**src/rtl/useq_host_pkg.sv**
```systemverilog
// rtl/useq_host_pkg.sv - shared types and widths for the useq host bridge
package useq_host_pkg;
  localparam int BYTE_W      = 8;
  localparam int STALL_CNT_W = 16;

  typedef enum logic [1:0] {
    RX_IDLE,
    RX_SETTLE,
    RX_HOLD
  } rx_state_t;
endpackage

```
**src/rtl/useq_host_txq.sv**
```systemverilog
// rtl/useq_host_txq.sv - circular host-to-useq byte queue with registered enq_ready
module useq_host_txq
  import useq_host_pkg::*;
#(
  parameter int DEPTH = 4
) (
  input  logic              clk,
  input  logic              rst_n,
  input  logic [BYTE_W-1:0] enq_data,
  input  logic              enq_valid,
  output logic              enq_ready,
  input  logic              deq,
  output logic [BYTE_W-1:0] head,
  output logic              empty
);
  localparam int PTR_W = (DEPTH > 1) ? $clog2(DEPTH) : 1;
  localparam int CNT_W = $clog2(DEPTH) + 1;

  logic [PTR_W-1:0]  wr_ptr, rd_ptr;
  logic [CNT_W-1:0]  count, count_nxt;
  logic [BYTE_W-1:0] mem [DEPTH];
  logic              do_enq, do_deq;

  assign empty  = (count == '0);
  assign do_enq = enq_valid & enq_ready;
  assign do_deq = deq & ~empty;
  assign head   = mem[rd_ptr];

  always_comb begin
    count_nxt = count;
    if (do_enq && !do_deq)      count_nxt = count + 1'b1;
    else if (!do_enq && do_deq) count_nxt = count - 1'b1;
  end

  // enq_ready is registered from the next count, so a full queue refuses the
  // enqueue even when a dequeue happens in the same cycle.
  always_ff @(posedge clk or negedge rst_n) begin
    if (!rst_n) begin
      wr_ptr    <= '0;
      rd_ptr    <= '0;
      count     <= '0;
      enq_ready <= 1'b0;
    end else begin
      wr_ptr    <= wr_ptr + PTR_W'(do_enq);
      rd_ptr    <= rd_ptr + PTR_W'(do_deq);
      count     <= count_nxt;
      enq_ready <= (count_nxt != CNT_W'(DEPTH));
    end
  end

  always_ff @(posedge clk) begin
    if (do_enq) mem[wr_ptr] <= enq_data;
  end
endmodule

```
**src/rtl/useq_host_bridge.sv**
```systemverilog
// rtl/useq_host_bridge.sv - host endpoint of the useq FIFO interface (valid/ready byte streams)
// Optional USEQ_HOST_STATS_EN adds tx_cnt/rx_cnt byte counters.
module useq_host_bridge
  import useq_host_pkg::*;
#(
  parameter int TX_DEPTH    = 4,
  parameter int STALL_LIMIT = 255
) (
  input  logic              clk,
  input  logic              rst_n,
  input  logic [BYTE_W-1:0] s_data,
  input  logic              s_valid,
  output logic              s_ready,
  output logic [BYTE_W-1:0] m_data,
  output logic              m_valid,
  input  logic              m_ready,
  output logic              write_fifo,
  output logic [BYTE_W-1:0] fifo_in,
  input  logic              fifo_full,
  output logic              read_fifo,
  input  logic [BYTE_W-1:0] fifo_out,
  input  logic              fifo_empty,
  output logic              stall,
  input  logic              stall_clr
`ifdef USEQ_HOST_STATS_EN
  , output logic [15:0]     tx_cnt
  , output logic [15:0]     rx_cnt
`endif
);
  localparam logic [STALL_CNT_W-1:0] LIMIT = STALL_CNT_W'(STALL_LIMIT);

  logic [BYTE_W-1:0]      txq_head;
  logic                   txq_empty, push_go, blocked;
  logic [STALL_CNT_W-1:0] stall_cnt;

  useq_host_txq #(.DEPTH(TX_DEPTH)) u_txq (
    .clk       (clk),
    .rst_n     (rst_n),
    .enq_data  (s_data),
    .enq_valid (s_valid),
    .enq_ready (s_ready),
    .deq       (push_go),
    .head      (txq_head),
    .empty     (txq_empty)
  );

  // Gating on write_fifo leaves an idle cycle after every push so fifo_full can catch up.
  assign push_go = ~txq_empty & ~fifo_full & ~write_fifo;
  assign blocked = ~txq_empty & fifo_full;

  always_ff @(posedge clk or negedge rst_n) begin
    if (!rst_n) begin
      write_fifo <= 1'b0;
      fifo_in    <= '0;
    end else begin
      write_fifo <= push_go;
      if (push_go) fifo_in <= txq_head;
    end
  end

  always_ff @(posedge clk or negedge rst_n) begin
    if (!rst_n) begin
      stall_cnt <= '0;
      stall     <= 1'b0;
    end else if (stall_clr) begin
      stall_cnt <= '0;
      stall     <= 1'b0;
    end else if (push_go) begin
      stall_cnt <= '0;
    end else if (blocked && stall_cnt != LIMIT) begin
      stall_cnt <= stall_cnt + 1'b1;
      if (stall_cnt + 1'b1 == LIMIT) stall <= 1'b1;
    end
  end

  rx_state_t         state, state_nxt;
  logic [BYTE_W-1:0] m_data_nxt;
  logic              m_valid_nxt, read_nxt;

  always_ff @(posedge clk or negedge rst_n) begin
    if (!rst_n) begin
      state     <= RX_IDLE;
      m_data    <= '0;
      m_valid   <= 1'b0;
      read_fifo <= 1'b0;
    end else begin
      state     <= state_nxt;
      m_data    <= m_data_nxt;
      m_valid   <= m_valid_nxt;
      read_fifo <= read_nxt;
    end
  end

  // The byte is captured from the show-ahead head before the pop strobe goes out.
  always_comb begin
    state_nxt   = state;
    m_data_nxt  = m_data;
    m_valid_nxt = m_valid;
    read_nxt    = 1'b0;
    case (state)
      RX_IDLE: begin
        m_valid_nxt = 1'b0;
        if (!fifo_empty) begin
          m_data_nxt = fifo_out;
          read_nxt   = 1'b1;
          state_nxt  = RX_SETTLE;
        end
      end
      RX_SETTLE: begin
        m_valid_nxt = 1'b1;
        state_nxt   = RX_HOLD;
      end
      RX_HOLD: begin
        if (m_ready) begin
          m_valid_nxt = 1'b0;
          state_nxt   = RX_IDLE;
        end
      end
      default: begin
        m_valid_nxt = 1'b0;
        state_nxt   = RX_IDLE;
      end
    endcase
  end

`ifdef USEQ_HOST_STATS_EN
  always_ff @(posedge clk or negedge rst_n) begin
    if (!rst_n) begin
      tx_cnt <= '0;
      rx_cnt <= '0;
    end else begin
      tx_cnt <= tx_cnt + 16'(push_go);
      rx_cnt <= rx_cnt + 16'(read_nxt);
    end
  end
`endif
endmodule
```
**config.mk**
```make
export PLATFORM = sky130hd
export DESIGN_NAME = useq_host_bridge
export DESIGN_NICKNAME = d
export VERILOG_FILES = /design/src/rtl/useq_host_pkg.sv /design/src/rtl/useq_host_txq.sv /design/src/rtl/useq_host_bridge.sv
export SDC_FILE = /design/constraint.sdc
export NUM_CORES = 1
export LEC_CHECK = 0
export BUFFER_PORTS_ARGS = -buffer_cell sky130_fd_sc_hd__buf_2
export CAP_MARGIN = 30
export CORE_MARGIN = 2
export CORE_UTILIZATION = 57
export CTS_BUF_LIST = sky130_fd_sc_hd__clkbuf_16
export CTS_CLUSTER_DIAMETER = 30
export DETAILED_ROUTE_END_ITERATION = 6
export PLACE_DENSITY = 0.79
export RECOVER_POWER = 100
export SYNTH_ARGS = -nofsm -noshare
export SYNTH_HDL_FRONTEND = slang
export SYNTH_SLANG_ARGS = --single-unit
```
**constraint.sdc**
```tcl
create_clock -name clk -period 2.5 [get_ports clk]
set_input_delay 0.5 -clock clk [delete_from_list [all_inputs] [get_ports clk]]
set_output_delay 0.5 -clock clk [all_outputs]
set_load 0.01 [all_outputs]
```
==> metrics.cfg, run 1 <==
[clocking]
post_cts_buffers=0
cts_hold_buffers=0
clock-sinks=78
cts_resized=0
clock_path_buffers=2
clock_latency_ns=0.33
clock-root-buffer=clkbuf_16
cts_tree=done
clk_pin_slew_worst_paths_ns=0.06
h-tree-depth=3
cts_made_buffers=9

[place]
place_congestion=0.870
io_buffers=43
dp.cells=391
place_area_sq_um=3840
dp_hpwl_um=4510

[pwr]
vdd_drop_max_uv=533
power_switching_mw=1.33
power_leakage_nw=1.57
power_frac_seq_pct=45.9
intPower_mw=2.84
switching_share_pct=31.9
power_frac_comb_pct=24.3
powerDensity_nw_per_um2=1030
p_clk_share_pct=29.8

[sta]
relSlewSlack_pct=24.9
hold_viol_final=0
finalCriticalPeriod_ns=2.09
rsz0062_at_grt=false
finalSetupViolations=0
clock_skew_ns=0.00769
fin_crit_sh_pct=83.4
worst_pin_slew_ns=1.12
drv_slew=0
finalSetupTns_ns=0
whs_ns=0.280
fmax_mhz=479

[critical_path]
worstPathArrival_ns=2.31
critical_path.slowest_cell=a2111oi_0
cp-start-kind=flop
worstPathMaxFanout=8
cp.required_ns=2.72
crit_type=reg2reg
worstPathCellList=ha_1, nand2_1, nor3_1, clkbuf_1, a2111oi_0, xnor2_1, nor2_1
critPathCaptureType=flop
max_stage_delay_ns=0.53

[finish]
final_common_cell=dfrtp_1
area_growth_pct=14.5
fin_area_sq_um=4050
drive_gt1_share_pct=15.1
diodes=0
mostFrequentLayoutCells=dfrtp_1, clkbuf_1, nand2_1
instances_no_fill=407
final_nets=357

[detailed_routing]
drt_first_pass_iters=4
detail_route.wirelength_um=6630
via_per_inst=5.72
vias=2329
drtAntennaViolNets=0
drc=0
wl_per_cell_um=16.3
drtIter0Drc=212

[run]
drv_cap=0

[floorplan]
die-area_sq_um=6840
die_h_um=82.7
io_pins=44
coreArea_sq_um=5960
rows=28
die_width_um=82.7
initial_core_util_pct=59.3

[global_route]
first_global_vias=2243
grt_use_met3_pct=4.89
globalRouteMet1Util_pct=27.3
grt_max_degree=30
grt_antenna_before_repair=0
track_usage_pct=21.3
grt_first_pass_wirelength_um=10600
grtUsageMet2_pct=34.8
grt.overflow.total=0
gr-max-usage-layer=met2

[synthesis]
yosysTopAreaCell=dfrtp_1
netlist_area_sq_um=3530
synth_edf_count=32
synthDominantCellAreaShare_pct=32.6
ys_types=48
netlist_instances=278
postSynth.asyncResetShare_pct=59.0
yosysWarningCount=0
yosys-top-cells-area=dfrtp_1, edfxtp_1, mux4_2
ys_seq_area_share_pct=59.8
ys_ff_latch=78
synth_fp_nets=308
avgSynthCellArea_sq_um=12.7
ys.flop_type=dfrtp_1

[status]
status=completed

[worst_hold_path]
holdCritPathClass=in2async

## synth_stat cells (all sizes together), types with 2 or more instances
master and n:
a2111oi 2, a211oi 8, a21oi 5, a31oi 2
and2 2, and3 4, and4 2, buf 9
clkbuf 6, dfrtp 46, edfxtp 32, ha 7
inv 8, maj3 2, mux2 8, mux4 8
nand2 35, nand2b 2, nand3 7, nand4 7
nor2 19, nor2b 2, nor3 8, nor4 3
o21ai 4, or3 3, or3b 2, xnor2 14
xor2 6
## logic make-up (layout without fill, tap and decap cells)
| kind of cell | count (synthesis) | count (layout) | synth area share (%) |
|---|---|---|---|
| AOI/OAI and AO/OA | 29 | 29 | 6.23 |
| and+or+nand+nor | 101 | 101 | 14.8 |
| adders and majority gates | 9 | 9 | 3.05 |
| xor gates and xnor gates | 20 | 20 | 4.96 |
| buffers and inverters | 24 | 78 | 3.22 |
| muxes | 17 | 17 | 7.93 |
| DFF | 78 | 78 | 59.8 |
## sequential cells by signal, indices dropped and copies added, names as in the netlist
| signal | cells |
|---|---|
| fifo_in | 8 |
| m_data | 8 |
| m_valid | 1 |
| read_fifo | 1 |
| stall | 1 |
| stall_cnt | 16 |
| state | 2 |
| u_txq.count | 3 |
| u_txq.enq_ready | 1 |
| u_txq.mem | 32 |
| u_txq.rd_ptr | 2 |
| u_txq.wr_ptr | 2 |
| write_fifo | 1 |
## worst max-delay path: cells and delay by family, from the launching register on
kind,cells,cell delay [ns]
AOI/OAI and AO/OA,1,0.53
DFF,1,0.46
adders and majority gates,1,0.33
and+or+nand+nor,3,0.25
buffers and inverters,1,0.21
xor gates and xnor gates,1,0.18
## through the flow
stage | power (mW) | worst slack (ns) | utilization [%]
2_1_floorplan | 2.61 | 0.619 | -
3_3_place_gp | 2.95 | 0.511 | 64.4
3_5_place_dp | 3.02 | 0.438 | 64.4
4_1_cts | 4.28 | 0.388 | 69.3
5_1_grt | 4.41 | 0.212 | 67.9
6_report | 4.16 | 0.414 | 67.9
## power by group through the flow
stage	combinational (mW)	sequential [mW]	clock (mW)
detailed placement	1.08	1.94	0
floorplan	0.696	1.91	0
global route	1.13	1.96	1.32
finish	1.01	1.91	1.24
global placement	1.04	1.91	0
CTS	1.10	1.91	1.27
## worst paths after layout
check                      depth (start not counted)  slack (ns)                      from                        to
max                                                7        0.41  stall_cnt[0]$_DFFE_PN0P_  stall_cnt[7]$_DFFE_PN0P_
min                                                1        0.28                     rst_n  stall_cnt[2]$_DFFE_PN0P_
max reg2reg                                        7        0.41  stall_cnt[0]$_DFFE_PN0P_  stall_cnt[7]$_DFFE_PN0P_
min reg2reg                                        1        0.45      state[1]$_DFFE_PN0P_      state[0]$_DFFE_PN0P_
max in group asynchronous                          2        0.98                     rst_n  stall_cnt[6]$_DFFE_PN0P_
min in group clk                                   2        0.34                fifo_empty      state[0]$_DFFE_PN0P_
## metal layers
metal	vias to the layer above	share of wire, %	wire [um]
met5	-	0	0
met4	0	0.90	60
met3	4	5.2	348
met2	68	52	3420
met1	1148	42	2800
li1	1109	-	-
## cell type report
cell class | instances | area, sq um
flip-flops and latches | 78 | 2110
fillers | 444 | 1910
inverters | 9 | 33.8
clock inverters | 7 | 63.8
well taps | 75 | 93.8
clock buffers | 9 | 225
multi-input cells | 176 | 1290
repair buffers | 53 | 228
(Power assumes the default switching activity.)
==> inputs of run 2 (changes only) <==
--- a/config.mk
+++ b/config.mk
@@ -5,6 +5,7 @@
 export SDC_FILE = /design/constraint.sdc
 export NUM_CORES = 1
 export LEC_CHECK = 0
+export ABC_AREA = 1
 export BUFFER_PORTS_ARGS = -buffer_cell sky130_fd_sc_hd__buf_2
 export CAP_MARGIN = 30
 export CORE_MARGIN = 2
==> constraint.sdc (replaced) <==
create_clock -name clk -period 2.05 [get_ports clk]
set_input_delay 0.41 -clock clk [delete_from_list [all_inputs] [get_ports clk]]
set_output_delay 0.41 -clock clk [all_outputs]
set_load 0.01 [all_outputs]
==> metrics.cfg, run 2 <==
[detailed_routing]
vias=2722  ; +17%
drc=0  ; unchanged
drt_first_pass_iters=4  ; unchanged
drtIter0Drc=147  ; -31%
drtAntennaViolNets=0  ; unchanged
detail_route.wirelength_um=7160  ; +8.0%
wl_per_cell_um=14.0  ; -14%
via_per_inst=5.32  ; -7.1%

[sta]
finalCriticalPeriod_ns=1.83  ; -0.252 ns
setup_slack_ns=0.216  ; -0.198 ns
fmax_mhz=545  ; +14%
drv_slew=28  ; +28
finalSetupTns_ns=0  ; unchanged
worst_pin_slew_ns=1.51  ; +0.389 ns
hold_viol_final=0  ; unchanged
clock_skew_ns=0.00495  ; -0.00274 ns
finalSetupViolations=0  ; unchanged
fin_crit_sh_pct=89.5  ; +6.0 points
relSlewSlack_pct=-0.477  ; -25 points
rsz0062_at_grt=false

[finish]
regMostFlops=u_txq.mem
final_nets=462  ; +29%
fin_area_sq_um=4060  ; +0.43%
area_growth_pct=14.9
drive_gt1_share_pct=11.2  ; -3.8 points
largest_reg_flops=32  ; unchanged
final_common_cell=nand2_1
diodes=0  ; unchanged
largestRegisters=u_txq.mem (32), stall_cnt (16)
mostFrequentLayoutCells=nand2_1, nor2_1, dfrtp_1

[global_route]
grt_first_pass_wirelength_um=11800  ; +12%
grt_antenna_before_repair=0  ; unchanged
grt_max_degree=28  ; -6.7%
first_global_vias=2636  ; +18%
grt.overflow.total=0  ; unchanged
track_usage_pct=23.7  ; +2.4 points

[floorplan]
die-area_sq_um=6850  ; about the same
io_pins=44  ; unchanged
initial_core_util_pct=59.4  ; +0.063 points
die_h_um=82.8  ; about the same
die_width_um=82.8  ; about the same
rows=28  ; unchanged
coreArea_sq_um=5960  ; unchanged

[synthesis]
yosysMostFrequentCell=nand2_1
ys_types=30  ; -38%
netlist_area_sq_um=3540  ; +0.11%
synth_edf_count=32  ; unchanged
netlist_top_cells_count=nand2_1, nor2_1, dfrtp_1
netlist_instances=376  ; +35%
ys_seq_area_share_pct=59.7  ; -0.063 points
avgSynthCellArea_sq_um=9.40  ; -26%
yosys-top-cells-area=dfrtp_1, edfxtp_1, nand2_1
ys.flop_type=dfrtp_1
synthDominantCellAreaShare_pct=32.6  ; -0.035 points
yosysTopAreaCell=dfrtp_1
postSynth.asyncResetShare_pct=59.0  ; unchanged
ys_ff_latch=78  ; unchanged
synth_fp_nets=406  ; +32%
yosysWarningCount=0  ; unchanged

[status]
status=complete, but fails checks
violations=max-capacitance violations, max-slew violations

[worst_hold_path]
holdCritPathClass=in2reg

[pwr]
vdd_drop_max_uv=797  ; +49%
powerDensity_nw_per_um2=1220  ; +19%
power_leakage_nw=1.78  ; +14%

[clocking]
clock-root-buffer=clkbuf_16
clock-sinks=78  ; unchanged
cts_resized=0  ; unchanged
clock_path_buffers=2  ; unchanged
cts_tree=done
post_cts_buffers=0  ; unchanged
clk_pin_slew_worst_paths_ns=0.06  ; about the same
cts_hold_buffers=0  ; unchanged
h-tree-depth=3  ; unchanged
clock_latency_ns=0.33  ; about the same
cts_made_buffers=9  ; unchanged

[critical_path]
worstPathArrival_ns=2.08  ; -0.23 ns
max_stage_delay_ns=0.40  ; -0.13 ns
reg2reg_depth=9  ; +2
crit_start=u_txq.count[0]$_DFF_PN0_
r2r-start=u_txq.count[0]$_DFF_PN0_
worstPathCellList=inv_1, ha_1, nand2_1, nand2_2, inv_2, nor2_2, nand3_1, clkbuf_2, o22ai_1
critPathCaptureType=flop
cp_top_family=simple AND/OR/NAND/NOR gates
r2r_end=stall_cnt[4]$_DFFE_PN0P_
cp.required_ns=2.30  ; -0.42 ns
crit_buf_inv=3  ; +2
ff2ff_setup_slack_ns=0.22  ; -0.20 ns
cp-start-kind=flop
setup.worst_path.end=stall_cnt[4]$_DFFE_PN0P_
worstPathMaxFanout=12  ; +4
path_depth=9  ; +2
critical_path.slowest_cell=dfrtp_1
crit_type=reg2reg

[place]
place_area_sq_um=3870  ; +1.0%
io_buffers=43  ; unchanged
dp_hpwl_um=5060  ; +12%
place_congestion=0.835  ; -4.0%
dpl_worst_slack_ns=0.276  ; -0.162 ns

[run]
drv_cap=1  ; +1

[run 2: cell types whose count changed after synthesis, sizes merged, moves of 4 or more]
cell	previous run	this run
nand2	35	90
nor2	19	67
mux2	8	0
nand3	7	20
mux4	8	0
inv	8	40
o22ai	0	9
xnor2	14	0
a211oi	8	0
and3	4	0
a31oi	2	9
buf	9	5
clkbuf	6	2
o21ai	4	28
[run 2: worst min path at each step]
| stage | from | to | slack (ns) | depth (start not counted) |
|---|---|---|---|---|
| 6_report | fifo_empty | state[0]$_DFFE_PN0P_ | 0.25 | 2 |
| 5_1_grt | fifo_empty | state[0]$_DFFE_PN0P_ | 0.26 | 2 |
| 4_1_cts | rst_n | fifo_in[3]$_DFFE_PN0P_ | 0.12 | 1 |
| 3_5_place_dp | m_data[7]$_DFFE_PN0P_ | m_data[7]$_DFFE_PN0P_ | 0.45 | 2 |
| 3_3_place_gp | m_data[3]$_DFFE_PN0P_ | m_data[3]$_DFFE_PN0P_ | 0.45 | 2 |
| 2_1_floorplan | rst_n | fifo_in[0]$_DFFE_PN0P_ | 0.11 | 0 |
[run 2: layout make-up]
cell class | count | area [sq um]
inverters | 42 | 159
repair buffers | 52 | 218
well taps | 75 | 93.8
clock buffers | 9 | 225
fillers | 489 | 1890
multi-input cells | 249 | 1200
flip-flops and latches | 78 | 2110
clock inverters | 7 | 50.0
[run 2: kinds of logic after synthesis]
logic type | after synthesis | share of synthesized area [%]
AOI/OAI and AO/OA | 49 | 8.56
xor gates and xnor gates | 4 | 0.991
adders and majority gates | 7 | 2.48
buffers and inverters | 49 | 5.56
DFF | 78 | 59.7
and+or+nand+nor | 189 | 22.7
[run 2: power breakdown]
group | total, mW | internal (mW) | switching [mW]
clock | 1.45 | 0.823 | 0.632
combinational | 1.22 | 0.411 | 0.805
sequential | 2.30 | 2.03 | 0.263
[run 2: metrics by stage]
stage                     hold slack, ns  cells  utilization (%)  power (mW)
after global placement             0.450    496             65.1        3.55
after floorplan                    0.114    376                -        3.11
after CTS                          0.118    512             69.7        5.07
final                              0.254    512             68.2        4.97
after global routing               0.258    512             68.2        5.31
after detailed placement           0.454    496             65.1        3.62
[run 2: routing by layer]
| layer | part of all wire (%) | up-vias | global-route usage [%] |
|---|---|---|---|
| li1 | - | 1357 | - |
| met1 | 43 | 1276 | 29.1 |
| met2 | 50 | 78 | 39.7 |
| met3 | 5.7 | 11 | 6.85 |
| met4 | 1.2 | 0 | 9.02 |
| met5 | 0 | - | 0 |
==> inputs of run 3 (changes only) <==
--- a/config.mk
+++ b/config.mk
@@ -18,3 +18,4 @@
 export SYNTH_ARGS = -nofsm -noshare
 export SYNTH_HDL_FRONTEND = slang
 export SYNTH_SLANG_ARGS = --single-unit
+export TNS_END_PERCENT = 30
==> constraint.sdc (replaced) <==
create_clock -name clk -period 2.05 [get_ports clk]
set_input_delay 0.1025 -clock clk [delete_from_list [all_inputs] [get_ports clk]]
set_output_delay 0.1025 -clock clk [all_outputs]
set_load 0.01 [all_outputs]
==> metrics.cfg, run 3 (synthesis results as in run 2) <==
[clocking]
clk_pin_slew_worst_paths_ns=0.06  ; about the same
clock_latency_ns=0.34  ; about the same
cts_made_buffers=9  ; unchanged
cts_resized=0  ; unchanged
clock-root-buffer=clkbuf_16
h-tree-depth=3  ; unchanged
cts_tree=done
clock_path_buffers=2  ; unchanged
clock-sinks=78  ; unchanged

[finish]
regMostFlops=u_txq.mem
diodes=0  ; unchanged
largest_reg_flops=32  ; unchanged
fillerInstances=463  ; -5.3%
multi_input_area_sq_um=1210  ; +0.21%
final_nets=480  ; +3.9%
drive_gt1_share_pct=11.4  ; +0.22 points
area_growth_pct=20.8
final_common_cell=nand2_1
seqCellArea_sq_um=2110  ; unchanged
postLayoutCoreUtil_pct=71.7  ; +3.5 points
mostFrequentLayoutCells=nand2_1, nor2_1, dfrtp_1
instances_no_fill=530  ; +3.5%
largestRegisters=u_txq.mem (32), stall_cnt (16)

[critical_path]
worstPathArrival_ns=2.01  ; -0.07 ns
ff2ff_setup_slack_ns=0.25  ; +0.03 ns
worstPathMaxFanout=13  ; +1
cp.required_ns=2.26  ; -0.04 ns
reg2reg_depth=6  ; -3
cp-start-kind=flop
crit_start=u_txq.count[0]$_DFF_PN0_
r2r-start=u_txq.count[0]$_DFF_PN0_
crit_type=reg2reg
r2r_end=stall_cnt[10]$_DFFE_PN0P_
critPathCaptureType=flop

[pwr]
intPower_mw=3.41  ; +4.5%
power_frac_seq_pct=44.9  ; -1.3 points
power_switching_mw=1.73  ; +1.6%
power_leakage_nw=1.87  ; +4.9%
vdd_drop_max_uv=980  ; +23%
power_frac_comb_pct=24.7  ; +0.2 points
powerDensity_nw_per_um2=1200  ; -1.6%
switching_share_pct=33.6  ; -0.64 points
p_total_mw=5.14  ; +3.5%
p_clk_share_pct=30.4  ; +1.1 points

[place]
dp_hpwl_um=5110  ; +1.0%
io_buffers=43  ; unchanged
place_congestion=0.838  ; +0.36%
dpl_worst_slack_ns=0.282  ; +0.00613 ns
dp.cells=496  ; unchanged

[sta]
fmax_mhz=554  ; +1.7%
setup_slack_ns=0.246  ; +0.0301 ns
relSlewSlack_pct=6.58  ; +7.1 points
worst_pin_slew_ns=1.40  ; -0.106 ns
fin_crit_sh_pct=88.0  ; -1.5 points
finalSetupViolations=0  ; unchanged
clock_skew_ns=0.00607  ; +0.00112 ns
finalCriticalPeriod_ns=1.80  ; -0.0301 ns
drv_slew=0  ; -100%
rsz0062_at_grt=false
finalSetupTns_ns=0  ; unchanged
hold_viol_final=0  ; unchanged

[worst_hold_path]
holdCritPathClass=in2reg
min_from=m_ready
min_to=state[1]$_DFFE_PN0P_
whs_path_depth=4  ; +2

[floorplan]
initial_core_util_pct=59.4  ; unchanged
die_width_um=82.8  ; unchanged
coreArea_sq_um=5960  ; unchanged
die-area_sq_um=6850  ; unchanged
die_h_um=82.8  ; unchanged
rows=28  ; unchanged
io_pins=44  ; unchanged

[detailed_routing]
wl_per_cell_um=14.4  ; +3.0%
drc=0  ; unchanged
via_per_inst=5.24  ; -1.5%
detail_route.wirelength_um=7640  ; +6.6%
drtAntennaViolNets=0  ; unchanged
drt_first_pass_iters=4  ; unchanged
drtIter0Drc=215  ; +46%
vias=2776  ; +2.0%

[run]
drv_cap=0  ; -1

[global_route]
track_usage_pct=24.4  ; +0.75 points
first_global_vias=2597  ; -1.5%
grt_max_degree=24  ; -14%
grt.overflow.total=0  ; unchanged
grt_first_pass_wirelength_um=12100  ; +2.3%
grt_antenna_before_repair=0  ; unchanged

[status]
status=completed

run 3: area by class of cell:
class                           instances  share of cell area [%]
Inverter                               42                    3.72
Clock inverter                          7                    1.70
Timing Repair Buffer                   70                    9.40
Multi-Input combinational cell        249                    28.3
Tap cell                               75                    2.20
Clock buffer                            9                    5.27
Sequential cell                        78                    49.4
run 3: worst max-delay path, cell delays in order (launching register included):
cell,delay (ns)
dfrtp_1,0.38
inv_1,0.08
ha_1,0.22
a21boi_0,0.42
nand2_2,0.17
nand2_2,0.28
o22ai_1,0.13
run 3: what timing repair did:
| item | 4_1_cts | 5_1_grt |
|---|---|---|
| endpoints found under the hold margin | 55 | 3 |
| hold buffers | 17 | 1 |
| buffers inserted | 0 | 0 |
run 3: how the worst max path moves through the flow:
stage	to	slack, ns	depth (start not counted)
6_report	stall_cnt[10]$_DFFE_PN0P_	0.25	6
5_1_grt	u_txq.enq_ready$_DFF_PN0_	0.09	11
4_1_cts	stall_cnt[7]$_DFFE_PN0P_	0.22	6
3_5_place_dp	stall_cnt[7]$_DFFE_PN0P_	0.28	6
3_3_place_gp	stall_cnt[3]$_DFFE_PN0P_	0.35	9
2_1_floorplan	stall_cnt[3]$_DFFE_PN0P_	0.54	9
run 3: stage by stage:
stage               instance area (sq um)  hold slack (ns)
floorplan                            3540           -0.193
global placement                     3870            0.127
detailed placement                   3870            0.133
CTS                                  4340        0.0000800
global route                         4270           0.0479
finish                               4270           0.0454
run 3: per-layer routing:
metal	global-route usage, %	share of wire, %	routed length [um]	vias up
met1	31.9	46	3510	1325
met4	6.23	1.2	95	0
met3	7.39	3.0	230	8
met2	40.1	50	3800	51
li1	-	-	-	1392
met5	0	0	0	-
run 3: power by group through the flow:
stage	Clock (mW)	Sequential, mW	Combinational (mW)
6_report	1.56	2.31	1.27
5_1_grt	1.65	2.36	1.45
3_3_place_gp	0	2.30	1.25
2_1_floorplan	0	2.30	0.810
3_5_place_dp	0	2.31	1.31
4_1_cts	1.58	2.29	1.35
